## src/rtl/exec_mc_scheduler_if.sv

```systemverilog
// exec_mc_scheduler_if: issue/unit/result bundle between the execute stage,
// the multi-cycle unit wrappers and exec_mc_scheduler.
// master = execute stage plus unit wrappers, slave = the scheduler itself.
interface exec_mc_scheduler_if #(
  parameter int XLEN = 32
);
  // Issue side
  logic            issue_valid;
  logic [1:0]      issue_unit;
  logic            issue_ready;
  logic            clear;
  // Unit start pulses
  logic            div_enable;
  logic            clmul_enable;
  logic            fpu_enable;
  // Unit completion
  logic            div_ready;
  logic            clmul_ready;
  logic            fpu_ready;
  logic [XLEN-1:0] div_result;
  logic [XLEN-1:0] clmul_result;
  logic [XLEN-1:0] fpu_result;
  logic [4:0]      fpu_flags;
  // Execute-stage outputs
  logic            stall;
  logic            done;
  logic [XLEN-1:0] result;
  logic [4:0]      flags;
  logic            timeout_err;
  logic [31:0]     perf_busy;
  logic [31:0]     perf_ops;

  modport master (
    output issue_valid, issue_unit, clear,
    output div_ready, clmul_ready, fpu_ready,
    output div_result, clmul_result, fpu_result, fpu_flags,
    input  issue_ready, div_enable, clmul_enable, fpu_enable,
    input  stall, done, result, flags, timeout_err, perf_busy, perf_ops
  );

  modport slave (
    input  issue_valid, issue_unit, clear,
    input  div_ready, clmul_ready, fpu_ready,
    input  div_result, clmul_result, fpu_result, fpu_flags,
    output issue_ready, div_enable, clmul_enable, fpu_enable,
    output stall, done, result, flags, timeout_err, perf_busy, perf_ops
  );
endinterface

```

## src/rtl/exec_mc_scheduler.sv

```systemverilog
// exec_mc_scheduler: sequences the iterative divider, carry-less multiplier
// and FPU behind a single issue port. One operation in flight at a time; the
// selected unit gets a one-cycle enable, the execute stage is stalled while
// the unit works, and the result comes back with a one-cycle done pulse.
// A pipeline clear drains the killed unit; a watchdog aborts hung units.
// Optional performance counters are built when MC_SCHED_PERF_EN is defined.
module exec_mc_scheduler #(
  parameter int XLEN    = 32,
  parameter int TIMEOUT = 64,
  parameter int CNT_W   = 7
) (
  input  logic                 clock,
  input  logic                 reset,
  exec_mc_scheduler_if.slave   bus
);

  typedef enum logic [1:0] {
    IDLE  = 2'd0,
    BUSY  = 2'd1,
    DRAIN = 2'd2
  } state_t;

  localparam logic [1:0]       UNIT_DIV   = 2'd0;
  localparam logic [1:0]       UNIT_CLMUL = 2'd1;
  localparam logic [1:0]       UNIT_FPU   = 2'd2;
  localparam logic [1:0]       UNIT_ILL   = 2'd3;
  localparam logic [CNT_W-1:0] WD_LAST    = CNT_W'(TIMEOUT - 1);

  state_t            state_q;
  logic [1:0]        unit_q;
  logic [CNT_W-1:0]  cnt_q;
  logic              div_en_q;
  logic              clmul_en_q;
  logic              fpu_en_q;
  logic              stall_q;
  logic              done_q;
  logic [XLEN-1:0]   result_q;
  logic [4:0]        flags_q;
  logic              timeout_q;

  logic              sel_ready_c;
  logic [XLEN-1:0]   sel_result_c;
  logic [4:0]        sel_flags_c;
  logic              wd_hit_c;
  logic              issue_take_c;

  // Route the latched unit's completion signals; other units are ignored.
  always_comb begin
    sel_ready_c  = 1'b0;
    sel_result_c = '0;
    sel_flags_c  = '0;
    unique case (unit_q)
      UNIT_DIV: begin
        sel_ready_c  = bus.div_ready;
        sel_result_c = bus.div_result;
      end
      UNIT_CLMUL: begin
        sel_ready_c  = bus.clmul_ready;
        sel_result_c = bus.clmul_result;
      end
      default: begin
        sel_ready_c  = bus.fpu_ready;
        sel_result_c = bus.fpu_result;
        sel_flags_c  = bus.fpu_flags;
      end
    endcase
    // Compare with >= so a clear landing on the last watchdog cycle still
    // lets DRAIN exit on the very next cycle.
    wd_hit_c     = (cnt_q >= WD_LAST);
    issue_take_c = (state_q == IDLE) && bus.issue_valid && !bus.clear;
  end

  // Scheduler FSM with registered enables, stall, done, result and flags.
  always_ff @(posedge clock) begin
    if (!reset) begin
      state_q    <= IDLE;
      unit_q     <= UNIT_DIV;
      cnt_q      <= '0;
      div_en_q   <= 1'b0;
      clmul_en_q <= 1'b0;
      fpu_en_q   <= 1'b0;
      stall_q    <= 1'b0;
      done_q     <= 1'b0;
      result_q   <= '0;
      flags_q    <= '0;
      timeout_q  <= 1'b0;
    end else begin
      // Pulses default low; each is raised for exactly one cycle below.
      div_en_q   <= 1'b0;
      clmul_en_q <= 1'b0;
      fpu_en_q   <= 1'b0;
      done_q     <= 1'b0;
      timeout_q  <= 1'b0;
      unique case (state_q)
        IDLE: begin
          if (issue_take_c) begin
            if (bus.issue_unit == UNIT_ILL) begin
              // Illegal unit completes immediately with a zero result.
              done_q   <= 1'b1;
              result_q <= '0;
              flags_q  <= '0;
            end else begin
              unit_q     <= bus.issue_unit;
              state_q    <= BUSY;
              stall_q    <= 1'b1;
              cnt_q      <= '0;
              div_en_q   <= (bus.issue_unit == UNIT_DIV);
              clmul_en_q <= (bus.issue_unit == UNIT_CLMUL);
              fpu_en_q   <= (bus.issue_unit == UNIT_FPU);
            end
          end
        end
        BUSY: begin
          if (bus.clear) begin
            // Killed op: drop the stall now, wait out the unit if needed.
            stall_q <= 1'b0;
            if (sel_ready_c) begin
              state_q <= IDLE;
            end else begin
              state_q <= DRAIN;
              cnt_q   <= cnt_q + 1'b1;
            end
          end else if (sel_ready_c) begin
            state_q  <= IDLE;
            stall_q  <= 1'b0;
            done_q   <= 1'b1;
            result_q <= sel_result_c;
            flags_q  <= sel_flags_c;
          end else if (wd_hit_c) begin
            state_q   <= IDLE;
            stall_q   <= 1'b0;
            done_q    <= 1'b1;
            timeout_q <= 1'b1;
            result_q  <= '0;
            flags_q   <= '0;
          end else begin
            cnt_q <= cnt_q + 1'b1;
          end
        end
        DRAIN: begin
          // The drained result is discarded; the watchdog exits silently.
          if (sel_ready_c || wd_hit_c) begin
            state_q <= IDLE;
          end else begin
            cnt_q <= cnt_q + 1'b1;
          end
        end
        default: begin
          state_q <= IDLE;
          stall_q <= 1'b0;
        end
      endcase
    end
  end

  assign bus.issue_ready  = (state_q == IDLE);
  assign bus.div_enable   = div_en_q;
  assign bus.clmul_enable = clmul_en_q;
  assign bus.fpu_enable   = fpu_en_q;
  assign bus.stall        = stall_q;
  assign bus.done         = done_q;
  assign bus.result       = result_q;
  assign bus.flags        = flags_q;
  assign bus.timeout_err  = timeout_q;

`ifdef MC_SCHED_PERF_EN
  logic [31:0] perf_busy_q;
  logic [31:0] perf_ops_q;
  logic        fin_c;

  // Same conditions that raise done on the next edge.
  always_comb begin
    fin_c = 1'b0;
    if (issue_take_c && (bus.issue_unit == UNIT_ILL)) begin
      fin_c = 1'b1;
    end
    if ((state_q == BUSY) && !bus.clear && (sel_ready_c || wd_hit_c)) begin
      fin_c = 1'b1;
    end
  end

  // Free-running busy-cycle and completed-op counters, wrapping at 2^32.
  always_ff @(posedge clock) begin
    if (!reset) begin
      perf_busy_q <= '0;
      perf_ops_q  <= '0;
    end else begin
      if ((state_q == BUSY) || (state_q == DRAIN)) begin
        perf_busy_q <= perf_busy_q + 32'd1;
      end
      if (fin_c) begin
        perf_ops_q <= perf_ops_q + 32'd1;
      end
    end
  end

  assign bus.perf_busy = perf_busy_q;
  assign bus.perf_ops  = perf_ops_q;
`else
  assign bus.perf_busy = 32'd0;
  assign bus.perf_ops  = 32'd0;
`endif

endmodule

```

## src/flat_wrapper.sv

```systemverilog
// flat-port wrapper written by rule: the top's interface ports become plain ports
module exec_mc_scheduler_flat 
#(
  parameter int XLEN    = 32,
  parameter int TIMEOUT = 64,
  parameter int CNT_W   = 7
)
  (clock, reset, bus_issue_valid, bus_issue_unit, bus_clear, bus_div_ready, bus_clmul_ready, bus_fpu_ready, bus_div_result, bus_clmul_result, bus_fpu_result, bus_fpu_flags, bus_issue_ready, bus_div_enable, bus_clmul_enable, bus_fpu_enable, bus_stall, bus_done, bus_result, bus_flags, bus_timeout_err, bus_perf_busy, bus_perf_ops);
  exec_mc_scheduler_if #(.XLEN(XLEN)) bus_i ();
  input  logic clock;
  input  logic reset;
  input wire logic [$bits(bus_i.issue_valid)-1:0] bus_issue_valid;
  input wire logic [$bits(bus_i.issue_unit)-1:0] bus_issue_unit;
  input wire logic [$bits(bus_i.clear)-1:0] bus_clear;
  input wire logic [$bits(bus_i.div_ready)-1:0] bus_div_ready;
  input wire logic [$bits(bus_i.clmul_ready)-1:0] bus_clmul_ready;
  input wire logic [$bits(bus_i.fpu_ready)-1:0] bus_fpu_ready;
  input wire logic [$bits(bus_i.div_result)-1:0] bus_div_result;
  input wire logic [$bits(bus_i.clmul_result)-1:0] bus_clmul_result;
  input wire logic [$bits(bus_i.fpu_result)-1:0] bus_fpu_result;
  input wire logic [$bits(bus_i.fpu_flags)-1:0] bus_fpu_flags;
  output wire logic [$bits(bus_i.issue_ready)-1:0] bus_issue_ready;
  output wire logic [$bits(bus_i.div_enable)-1:0] bus_div_enable;
  output wire logic [$bits(bus_i.clmul_enable)-1:0] bus_clmul_enable;
  output wire logic [$bits(bus_i.fpu_enable)-1:0] bus_fpu_enable;
  output wire logic [$bits(bus_i.stall)-1:0] bus_stall;
  output wire logic [$bits(bus_i.done)-1:0] bus_done;
  output wire logic [$bits(bus_i.result)-1:0] bus_result;
  output wire logic [$bits(bus_i.flags)-1:0] bus_flags;
  output wire logic [$bits(bus_i.timeout_err)-1:0] bus_timeout_err;
  output wire logic [$bits(bus_i.perf_busy)-1:0] bus_perf_busy;
  output wire logic [$bits(bus_i.perf_ops)-1:0] bus_perf_ops;
  assign bus_i.issue_valid = bus_issue_valid;
  assign bus_i.issue_unit = bus_issue_unit;
  assign bus_i.clear = bus_clear;
  assign bus_i.div_ready = bus_div_ready;
  assign bus_i.clmul_ready = bus_clmul_ready;
  assign bus_i.fpu_ready = bus_fpu_ready;
  assign bus_i.div_result = bus_div_result;
  assign bus_i.clmul_result = bus_clmul_result;
  assign bus_i.fpu_result = bus_fpu_result;
  assign bus_i.fpu_flags = bus_fpu_flags;
  assign bus_issue_ready = bus_i.issue_ready;
  assign bus_div_enable = bus_i.div_enable;
  assign bus_clmul_enable = bus_i.clmul_enable;
  assign bus_fpu_enable = bus_i.fpu_enable;
  assign bus_stall = bus_i.stall;
  assign bus_done = bus_i.done;
  assign bus_result = bus_i.result;
  assign bus_flags = bus_i.flags;
  assign bus_timeout_err = bus_i.timeout_err;
  assign bus_perf_busy = bus_i.perf_busy;
  assign bus_perf_ops = bus_i.perf_ops;
  exec_mc_scheduler #(.XLEN(XLEN), .TIMEOUT(TIMEOUT), .CNT_W(CNT_W)) u_core (.clock(clock), .reset(reset), .bus(bus_i));
endmodule
```

## config.mk

```make
export PLATFORM = sky130hd
export DESIGN_NAME = exec_mc_scheduler_flat
export DESIGN_NICKNAME = d
export VERILOG_FILES = /design/src/rtl/exec_mc_scheduler_if.sv /design/src/rtl/exec_mc_scheduler.sv /design/src/flat_wrapper.sv
export SDC_FILE = /design/constraint.sdc
export NUM_CORES = 1
export LEC_CHECK = 0
export CORE_UTILIZATION = 34
export DETAILED_ROUTE_END_ITERATION = 6
export HOLD_SLACK_MARGIN = 0.08
export PLACE_DENSITY = 0.79
export SLEW_MARGIN = 10
export SYNTH_ARGS = -nofsm -noshare
export SYNTH_HDL_FRONTEND = slang
export SYNTH_SLANG_ARGS = --single-unit
```

## constraint.sdc

```tcl
create_clock -name clock -period 1.9 [get_ports clock]
set_clock_uncertainty 0.15 [all_clocks]
set_input_delay 0.38 -clock clock [delete_from_list [all_inputs] [get_ports clock]]
set_output_delay 0.38 -clock clock [all_outputs]
set_load 0.02 [all_outputs]
```

; Word level (Yosys, flattened, before mapping)
; Index checks and enable logic that the tools add are counted.
[op_classes]
add_sub_neg = 1
mul = 0
n_div = 0
magnitude_cmp = 1
n_eq_ne = 16
shifts = 0
muxes = 43
bitwise_logic = 6
reduce_logical = 17
[ops]
columns = operator, count
row1 = 32-bit 2-to-1 mux, 5
row2 = 32-bit case mux with 2 select lines, 2
row3 = 7-bit 2-to-1 mux, 7
row4 = 5-bit 2-to-1 mux, 6
row5 = 7-bit case mux with 3 select lines, 1
row6 = 2-bit 2-to-1 mux, 7
row7 = 1-bit 2-to-1 mux, 10
row8 = 5-bit case mux with 2 select lines, 1
row9 = "2-bit inequality test, second input constant", 4
row10 = 4-bit AND reduction, 2
row11 = 4-bit OR reduction, 2
row12 = "7-bit by 1-bit adder with 7-bit output, second input constant", 1
row13 = "7-bit by 6-bit greater-or-equal comparator with 1-bit output, second input constant", 1
row14 = "2-bit by 1-bit equality test with 1-bit output, second input constant", 3
row15 = "2-bit equality test, second input constant", 3
row16 = 2-bit zero test, 3
row17 = "2-bit by 1-bit inequality test with 1-bit output, second input constant", 3
row18 = 1-bit NOT, 6
row19 = 2-bit case mux with 3 select lines, 1
row20 = 6-bit AND reduction, 1
row21 = 5-bit AND reduction, 1
row22 = "4-bit by 2-bit inequality test with 1-bit output, second input constant", 1
row23 = 1-bit case mux with 2 select lines, 2
row24 = "3-bit by 1-bit inequality test with 1-bit output, second input constant", 1
row25 = other kinds (9), 10
[word_totals]
reg_bits = 54
latchBits = 0
mem_bits_rw = 0
romBits = 0
input_bits = 110
output_inout_bits = 108
elab_cells = 95
n_memories = 0

; Logic depth before layout (Yosys ltp)
; Gate-level depths: netlist of the first run.
[logic_depth]
depth_word = 6
mapped_depth = 9
mapped_depth_nobuf = 7

; Worst setup path before layout of the first run
; OpenSTA, ideal clock, no wires.
[synth_path]
path_type = flip-flop to flip-flop
startpoint = register u_core.state_q[0]
endpoint = register u_core.cnt_q[4]
setup_time_ns = 0.101
arrival_time_ns = 1.794
t_required_ns = 1.649
path_slack_ns = -0.145
path_stages_with_launch = 8
path_buffers = 0
period_less_slack_ns = 2.045
path_cell_list = dfxtp_1 -> inv_1 -> ha_1 -> inv_1 -> a21oi_1 -> nor3_1 -> nand3_2 -> o41ai_1
[synth_between]
elab_chain_len = 5
elab_cells_between_ends = 13
classes_between = eq/ne (7) / mux (1) / reduce/logical (5)
[synth_rtl]
columns = element, line
row1 = "start, declared", exec_mc_scheduler.sv:29  ; state_t state_q;
row2 = "start signal, assigned", exec_mc_scheduler.sv:76  ; state_q <= IDLE;
row3 = "start signal, assigned", exec_mc_scheduler.sv:104  ; state_q <= BUSY;
row4 = "start signal, assigned", exec_mc_scheduler.sv:118  ; state_q <= IDLE;
row5 = 2-bit zero test *, -
row6 = net bus_issue_ready, flat_wrapper.sv:22  ; output wire logic [$bits(bus_i.issue_ready)-1:0] bus_issue_ready;
row7 = 1-bit logical AND (2 in series), exec_mc_scheduler.sv:70  ; issue_take_c = (state_q == IDLE) && bus.issue_valid && !bus.clear;
row8 = 2-bit by 1-bit inequality test with 1-bit output (no source line), -
row9 = 6-bit AND reduction (no source line), -
row10 = "end signal, assigned", exec_mc_scheduler.sv:121  ; cnt_q <= cnt_q + 1'b1;
row11 = "end signal, assigned", exec_mc_scheduler.sv:137  ; cnt_q <= cnt_q + 1'b1;
row12 = "end signal, assigned", exec_mc_scheduler.sv:145  ; cnt_q <= cnt_q + 1'b1;
row13 = "end, declared", exec_mc_scheduler.sv:31  ; logic [CNT_W-1:0] cnt_q;
; Mark *: on every way through the listed nets, which the timed path passes. The rest lies on a longest branch.
; A chain may end at the register's enable or synchronous reset.

; Worst setup path in the final report of the first run
[layout_path]
startpoint = register u_core.unit_q[0]
endpoint = register u_core.result_q[5] (netlist: u_core.bus.result[5])
[layout_between]
elab_chain_len = 5
elab_cells_between_ends = 9
classes_between = eq/ne (2) / mux (5) / reduce/logical (2)
[layout_rtl]
columns = element, line
row1 = "start, declared", exec_mc_scheduler.sv:30  ; logic [1:0] unit_q;
row2 = "start signal, assigned", exec_mc_scheduler.sv:103  ; unit_q <= bus.issue_unit;
row3 = 2-bit by 1-bit equality test with 1-bit output or 2-bit zero test (tied branches), exec_mc_scheduler.sv:52  ; unique case (unit_q)
row4 = 32-bit case mux with 2 select lines or 1-bit case mux with 2 select lines (tied branches), exec_mc_scheduler.sv:52
row5 = 32-bit 2-to-1 mux, exec_mc_scheduler.sv:123  ; end else if (sel_ready_c) begin
row6 = 32-bit 2-to-1 mux, exec_mc_scheduler.sv:114  ; if (bus.clear) begin
row7 = 32-bit case mux with 2 select lines, exec_mc_scheduler.sv:94  ; unique case (state_q)
row8 = "end signal, assigned", exec_mc_scheduler.sv:127  ; result_q <= sel_result_c;
row9 = "end, declared", exec_mc_scheduler.sv:37  ; logic [XLEN-1:0] result_q;
; Parallel ways exist; a longest one is shown, timed or not. The select of a mux whose other input is x is not followed.

==> qor.csv, run 1 <==
stage;metric;value;unit
floorplanning;width of the die;102.4;um
power;clock share of power;18.6;%
setup_path;cell family with most CP delay;compound AO/OA/AOI/OAI gates;
timing;RSZ-0062 raised after global routing;yes;
layout;filler cell count;823;
global_route;GR Util All Layers;19.52;%
global_route;pin count of the biggest net entering global routing;65;
yosys;cell taking the most area after synthesis;dfxtp_1;
power;Internal;2.342;mW
timing;Worst slew margin;60.88;%
floorplanning;Starting Density;35.05;%
yosys;simple-gate share of the synthesized area;17.17;%
layout;register area;1100;um2
yosys;Syn Inst Count;418;
setup_path;CP Data Required Time;1990;ps
timing;final worst slack;-81.35;ps
yosys;post-synthesis sequential area ratio;31.56;%
setup_path;Startpoint Class;flop;
yosys;Post-Syn Area per Cell;8.196;um2
yosys;largest family of logic cells by synthesized area;buffers and inverters;
power;Comb power frac;48.4;%
clock_network;clk sink count;54;
yosys;most frequent cell after synthesis;buf_4;
timing;hold slack;284.4;ps
timing;Fmax;0.5047;GHz
power;net switching power;1.335;mW
yosys;Yosys top cell area share;31.56;%
yosys;Synth top cells by count;buf_4, dfxtp_1, nand3_1;
setup_path;Bufs and invs on worst path;2;
layout;multi-input combinational cell area;2386;um2
detailed_routing;DR WL/cell;14.71;um
placed_design;port bufs;153;
timing;Max Transition Viols Final;0;
detailed_routing;DR DRC count;0;
placed_design;placed insts;704;
power;Total Power;3.677;mW
global_route;total grt overflow;0;
placed_design;DP HPWL;7.345;mm
yosys;mux cell area share after synthesis;10.08;%
yosys;Primary FF master, synth;dfxtp_1;
clock_network;clk slew on worst S/H paths;100;ps
yosys;Post-Syn Area;3426;um2
timing;number of setup violations in the final report;34;
detailed_routing;drt first pass iters;4;
floorplanning;height of the die;102.4;um
yosys;Yosys Warn Count;0;
yosys;EDFF count, synth;0;
setup_path;Worst Setup End Kind;flop;
power;Max VDD drop;309.0;uV
yosys;post-synthesis adder-cell area fraction;2.191;%
clock_network;H-tree levels;2;
clock_network;Clock Tree Buf Depth;2;
clock_network;Hold Buf Count CTS;0;
global_route;vias in the first global route;3361;
yosys;Post-synth ARST share;0;%
timing;minimum clock period;1981;ps
global_route;global-route wire length before repair;15.90;mm
setup_path;Largest stage delay, worst path;350;ps
yosys;Synth Area in Compound Gates;19.25;%
detailed_routing;Iter 0 DRT Violations;149;
global_route;initial antenna violation count;0;
detailed_routing;DR vias;3571;
floorplanning;io pins;218;
setup_path;Max FO, Critical Path;5;
timing;period utilisation layout;104.3;%
setup_path;ordered list of cells on the worst path;mux2_4, o21a_4, o31ai_4, buf_6, clkbuf_16, nand3_2, o31ai_2;
placed_design;routability cong.;0.7905;
yosys;xor/xnor cell area share of the yosys netlist;0;%
timing;Final Hold Fails;0;
layout;Final Non-Filler Cells;739;
detailed_routing;vias per cell;4.832;
power;PD cells;620.2;nW/um2
detailed_routing;ANT nets after route;0;
yosys;FF+latch count, synth;54;
layout;fin nets;721;
min_path;hold crit path type;in2reg;
setup_path;critical path type;reg2reg;
clock_network;TritonCTS clock tree;built;
setup_path;slowest stage cell, crit path;dfxtp_2;
yosys;top cells by area, synth;dfxtp_1, buf_4, mux2i_1;
yosys;post-synth cell types;43;
setup_path;Data arrival, critical path;2070;ps
layout;antenna cells;0;
floorplanning;row count;36;
power;static leakage;2.281;nW
power;sw frac;36.30;%
detailed_routing;Routed WL;10.87;mm
layout;area grow syn2layout;73.08;%
floorplanning;die area;10480;um2
power;Flop pwr share;33.0;%
clock_network;TritonCTS Buffers;5;
flow_run;number of max-cap violations;0;
clock_network;clock root buffer master;clkbuf_8;
floorplanning;core box area;9774;um2
run_status;status;complete, but fails checks;
layout;share of cells above drive strength 1;24.26;%
run_status;violated checks;negative setup slack;
timing;Worst Tran Pin Value;586.8;ps
clock_network;insertion delay to the later sink of the worst-skew pair;310;ps
[through the flow]
step,TNS [ps],util [%],cell area (um2),setup slack [ps]
global route,-4360,60.66,5929,-147.7
finish,-1618,60.66,5929,-81.35
detailed placement,-18850,50.96,4981,-434.9
global placement,-16170,50.96,4981,-363.3
floorplan,-26.08,-,3677,-2.608
CTS,-398.9,57.41,5612,-53.51
[logic make-up (layout without fill, tap and decap cells)]
group,Yosys count,count (layout)
simple gates,127,127
buf+inv,100,225
compound gates,96,96
flops,54,54
mux,34,34
fa+ha+maj,6,6
other cells,1,64
[worst min-delay path, delay by kind of cell]
kind            cells  cell delay [ps]
buf+inv             1              180
simple gates        1              100
compound gates      1               50
[registers in the layout (all words and copies together) (netlist names)]
register,count
u_core.bus.result,32
u_core.bus.div_enable,1
u_core.bus.done,1
u_core.state_q,2
u_core.unit_q,2
u_core.bus.fpu_enable,1
u_core.bus.timeout_err,1
u_core.bus.flags,5
u_core.bus.clmul_enable,1
u_core.bus.stall,1
u_core.cnt_q,7
[repair_timing]
item	in CTS	in global routing
pin swaps	21	18
buffers inserted	16	7
setup endpoints to repair	45	47
gates cloned	6	2
resized for setup	64	60
[path summary, 6_finish.rpt]
path                                     from                           endpoint  slack, ps  cells past startpoint
max             u_core.unit_q[0]$_SDFFE_PN0P_  u_core.bus.result[5]$_SDFFE_PN0P_        -80                      7
min                                     reset   u_core.bus.flags[0]$_SDFFE_PN0P_        280                      3
max reg2reg     u_core.unit_q[0]$_SDFFE_PN0P_  u_core.bus.result[5]$_SDFFE_PN0P_        -80                      7
min reg2reg  u_core.bus.flags[4]$_SDFFE_PN0P_   u_core.bus.flags[4]$_SDFFE_PN0P_        320                      2
[cell usage in the layout (no fill, tap or decap), types with 3 or more instances in the layout]
cell type and count:
o31ai_1 17, nor3_1 4, o31ai_2 14, conb_1 64, nand2_1 19, dfxtp_4 3
nor2_1 39, o41ai_2 3, o31ai_4 3, mux2i_1 33, inv_1 5, dfxtp_1 45
clkbuf_8 6, buf_16 5, a21oi_1 33, ha_1 3, buf_6 8, buf_4 39
clkdlybuf4s50_1 142, nand3_4 6, dlymetal6s2s_1 3, dlygate4sd2_1 6, nor3b_1 3, o21ai_1 6
dfxtp_2 6, buf_12 3, nand2b_1 3, nand3_1 22, nand3_2 19, ha_4 3
[power groups by stage]
stage               Combinational, mW  Clock [mW]  Sequential (mW)
floorplan                       0.796           0             1.25
detailed placement               1.22           0             1.23
finish                           1.78       0.685             1.21
global route                     1.90       0.745             1.22
global placement                 1.18           0             1.22
CTS                              1.67       0.706             1.21
[routing by layer]
layer	routed length [um]	GRT usage (%)	share of wire [%]	up-vias
met2	5952	37.79	55	143
li1	-	-	-	1731
met1	4205	22.37	39	1682
met3	560	2.804	5.1	15
met5	0	0	0	-
met4	155	4.396	1.4	0
[cell type report]
| class | count | share of cell area [%] |
|---|---|---|
| tap | 133 | 2.807 |
| timing repair buffer | 209 | 36.21 |
| sequential | 54 | 18.55 |
| multi-input combinational | 327 | 40.24 |
| clock buffer | 6 | 1.393 |
| clock inverter | 2 | 0.2110 |
| inverter | 8 | 0.5908 |
Note: power is estimated with default switching activity, not from simulation.
==> inputs of run 2 (changes only) <==
--- a/config.mk
+++ b/config.mk
@@ -5,10 +5,13 @@
 export SDC_FILE = /design/constraint.sdc
 export NUM_CORES = 1
 export LEC_CHECK = 0
-export CORE_UTILIZATION = 34
+export CELL_PAD_IN_SITES_DETAIL_PLACEMENT = 2
+export CELL_PAD_IN_SITES_GLOBAL_PLACEMENT = 2
+export CORE_UTILIZATION = 18
+export CTS_BUF_LIST = sky130_fd_sc_hd__clkbuf_4
 export DETAILED_ROUTE_END_ITERATION = 6
 export HOLD_SLACK_MARGIN = 0.08
-export PLACE_DENSITY = 0.79
+export PLACE_DENSITY_LB_ADDON = 0.1
 export SLEW_MARGIN = 10
 export SYNTH_ARGS = -nofsm -noshare
 export SYNTH_HDL_FRONTEND = slang
==> run 2 against run 1 <==
Against the previous run:
- the flow still finishes with violations (negative setup slack)
- register-to-register slack better by 30 ps
- first-iteration DRC count fell by 60%
- flip-flop and latch count stayed put
- design area rose by 2.0%
- sequential power barely moved
- maximum frequency up 1.5%
- global-route usage shrank 5.5 points
- cell count grew 15%
- core utilization decreased by 28 points
- power down 1.6%
- critical path depth grew 2
- via count rose by 0.20%
==> qor.csv, run 2 (synthesis results as in run 1) <==
stage;metric;value;unit;change
min_path;HP Start;reset;;
floorplanning;width of the die;140.0;um;+37%
layout;fin nets;728;;+0.97%
global_route;GR Util All Layers;14.03;%;-5.5 points
clock_network;clock root buffer master;clkbuf_4;;
detailed_routing;vias per cell;4.219;;-13%
layout;share of cells above drive strength 1;24.63;%;+0.38 points
min_path;hold crit path type;in2reg;;
clock_network;TritonCTS Buffers;5;;unchanged
floorplanning;Starting Density;18.31;%;-17 points
floorplanning;die area;19590;um2;+87%
timing;minimum clock period;1953;ps;-28.84 ps
timing;hold slack;240.4;ps;-44.01 ps
detailed_routing;DR vias;3578;;+0.20%
setup_path;Worst Setup End Kind;flop;;
detailed_routing;met2 WL;7.525;mm;+26%
setup_path;Bufs and invs on worst path;5;;+3
placed_design;routability cong.;0.7239;;-8.4%
global_route;initial antenna violation count;1;;+1
timing;period utilisation layout;102.8;%;-1.5 points
setup_path;Largest stage delay, worst path;380;ps;+30 ps
clock_network;clk sink count;54;;unchanged
timing;Final Hold Fails;0;;unchanged
layout;commonest non-fill, non-tap cell in the layout;clkdlybuf4s50_1;;
layout;area grow syn2layout;76.63;%;
layout;max reg flops;32;;unchanged
detailed_routing;DR WL/cell;16.51;um;+12%
setup_path;Data arrival, critical path;2150;ps;+80 ps
floorplanning;core box area;18710;um2;+91%
setup_path;critical path type;reg2reg;;
detailed_routing;Iter 0 DRT Violations;59;;-60%
detailed_routing;total length of routed met3 wires;843;um;+51%
power;static leakage;2.441;nW;+7.0%
detailed_routing;ANT nets after route;0;;unchanged
timing;Worst slew margin;60.38;%;-0.51 points
placed_design;DP HPWL;9.669;mm;+32%
detailed_routing;DR top layer;met4;;
timing;Max Transition Viols Final;0;;unchanged
clock_network;insertion delay to the later sink of the worst-skew pair;420;ps;+110 ps
global_route;vias in the first global route;3852;;+15%
setup_path;slowest stage cell, crit path;dfxtp_2;;
run_status;status;complete, but fails checks;;
flow_run;number of max-cap violations;0;;unchanged
detailed_routing;drt first pass iters;4;;unchanged
clock_network;clk slew on worst S/H paths;160;ps;+60 ps
detailed_routing;Metal-1 WL;5.499;mm;+31%
timing;final worst slack;-52.51;ps;+28.84 ps
timing;Worst Tran Pin Value;594.4;ps;+7.579 ps
min_path;Worst Hold Path EP;u_core.bus.flags[4]$_SDFFE_PN0P_;;
timing;Fmax;0.5122;GHz;+1.5%
detailed_routing;DR DRC count;0;;unchanged
floorplanning;io pins;218;;unchanged
floorplanning;row count;50;;+39%
power;Total Power;3.618;mW;-1.6%
global_route;global-route wire length before repair;21.09;mm;+33%
global_route;pin count of the biggest net entering global routing;49;;-25%
clock_network;TritonCTS clock tree;built;;
setup_path;reg2reg start;u_core.state_q[1]$_SDFFE_PN0P_;;
clock_network;Hold Buf Count CTS;0;;unchanged
power;PD cells;597.9;nW/um2;-3.6%
setup_path;R2R Path End;u_core.bus.result[4]$_SDFFE_PN0P_;;
placed_design;port bufs;153;;unchanged
clock_network;Clock Tree Buf Depth;2;;unchanged
global_route;total grt overflow;0;;unchanged
run_status;violated checks;negative setup slack;;
setup_path;Startpoint Class;flop;;
layout;most frequent cells in the layout;clkdlybuf4s50_1, conb_1, dfxtp_1, dlygate4sd2_1, buf_4;;
setup_path;CP Data Required Time;2100;ps;+110 ps
timing;Sum Neg Setup Slack;-700.4;ps;+917.2 ps
min_path;WHS Path Cells;5;;+2
clock_network;H-tree levels;2;;unchanged
detailed_routing;Routed WL;14.00;mm;+29%
setup_path;Worst Reg-to-Reg Cells;9;;+2
setup_path;Max FO, Critical Path;17;;+12
timing;RSZ-0062 raised after global routing;yes;;
setup_path;Reg2Reg Setup Slack;-50;ps;+30 ps
power;Max VDD drop;188.6;uV;-39%
setup_path;cell family with most CP delay;buffers and inverters;;
timing;number of setup violations in the final report;34;;unchanged
floorplanning;height of the die;140.0;um;+37%
setup_path;ordered list of cells on the worst path;inv_4, buf_6, ha_4, a211oi_2, buf_4, o31ai_4, buf_12, clkbuf_16, o31ai_1;;
run 2: tightest hold or removal path, delay by kind of cell:
family                 cells  cell delay [ps]
buffers and inverters      2              210
and+or+nand+nor            2              140
AOI/OAI and AO/OA          1               50
run 2: what timing repair did:
action	4_1_cts	5_1_grt
cloned	7	1
gates resized for setup	93	69
pin swaps	10	24
buffers inserted	12	10
setup endpoints to repair	91	48
run 2: how the worst max path moves through the flow:
stage	slack, ps	from	cells after the start	end
after floorplan	-3	u_core.unit_q[0]$_SDFFE_PN0P_	7	u_core.bus.result[14]$_SDFFE_PN0P_
after global placement	-430	bus_div_ready	7	u_core.bus.result[3]$_SDFFE_PN0P_
after detailed placement	-460	bus_div_ready	7	u_core.bus.result[4]$_SDFFE_PN0P_
after CTS	-130	u_core.unit_q[0]$_SDFFE_PN0P_	7	u_core.bus.result[26]$_SDFFE_PN0P_
after global routing	-140	u_core.cnt_q[0]$_SDFFE_PN0P_	9	u_core.bus.result[22]$_SDFFE_PN0P_
final	-50	u_core.state_q[1]$_SDFFE_PN0P_	9	u_core.bus.result[4]$_SDFFE_PN0P_
run 2: layer usage:
layer | vias to the layer above | global-route usage, %
li1 | 1743 | -
met3 | 8 | 4.308
met4 | 0 | 3.991
met1 | 1720 | 15.13
met5 | - | 0
met2 | 107 | 26.18
run 2: final cells by class:
class                      instances  area [um2]
clock inverter                     2       8.758
clock buffer                       6       45.04
timing repair buffer             216        2155
inverter                           8       35.03
fill                            2111       12650
multi-input combinational        327        2416
antenna                            1       2.502
tap                              234       292.8
sequential                        54        1096
run 2: stage by stage:
stage / instances / setup slack (ps) / utilization, % / cell area (um2)
6_report: 848 / -52.51 / 32.35 / 6051
5_1_grt: 848 / -139.7 / 32.35 / 6051
4_1_cts: 841 / -125.6 / 30.31 / 5670
3_5_place_dp: 814 / -458.9 / 27.73 / 5187
3_3_place_gp: 814 / -432.8 / 27.73 / 5187
2_1_floorplan: 481 / -2.608 / - / 3677
run 2: report_power, final:
| part | total (mW) | switching [mW] | internal (mW) |
|---|---|---|---|
| Sequential | 1.21 | 0.0341 | 1.18 |
| Combinational | 1.85 | 0.976 | 0.875 |
| Clock | 0.555 | 0.400 | 0.154 |
| Total | 3.62 | 1.41 | 2.21 |
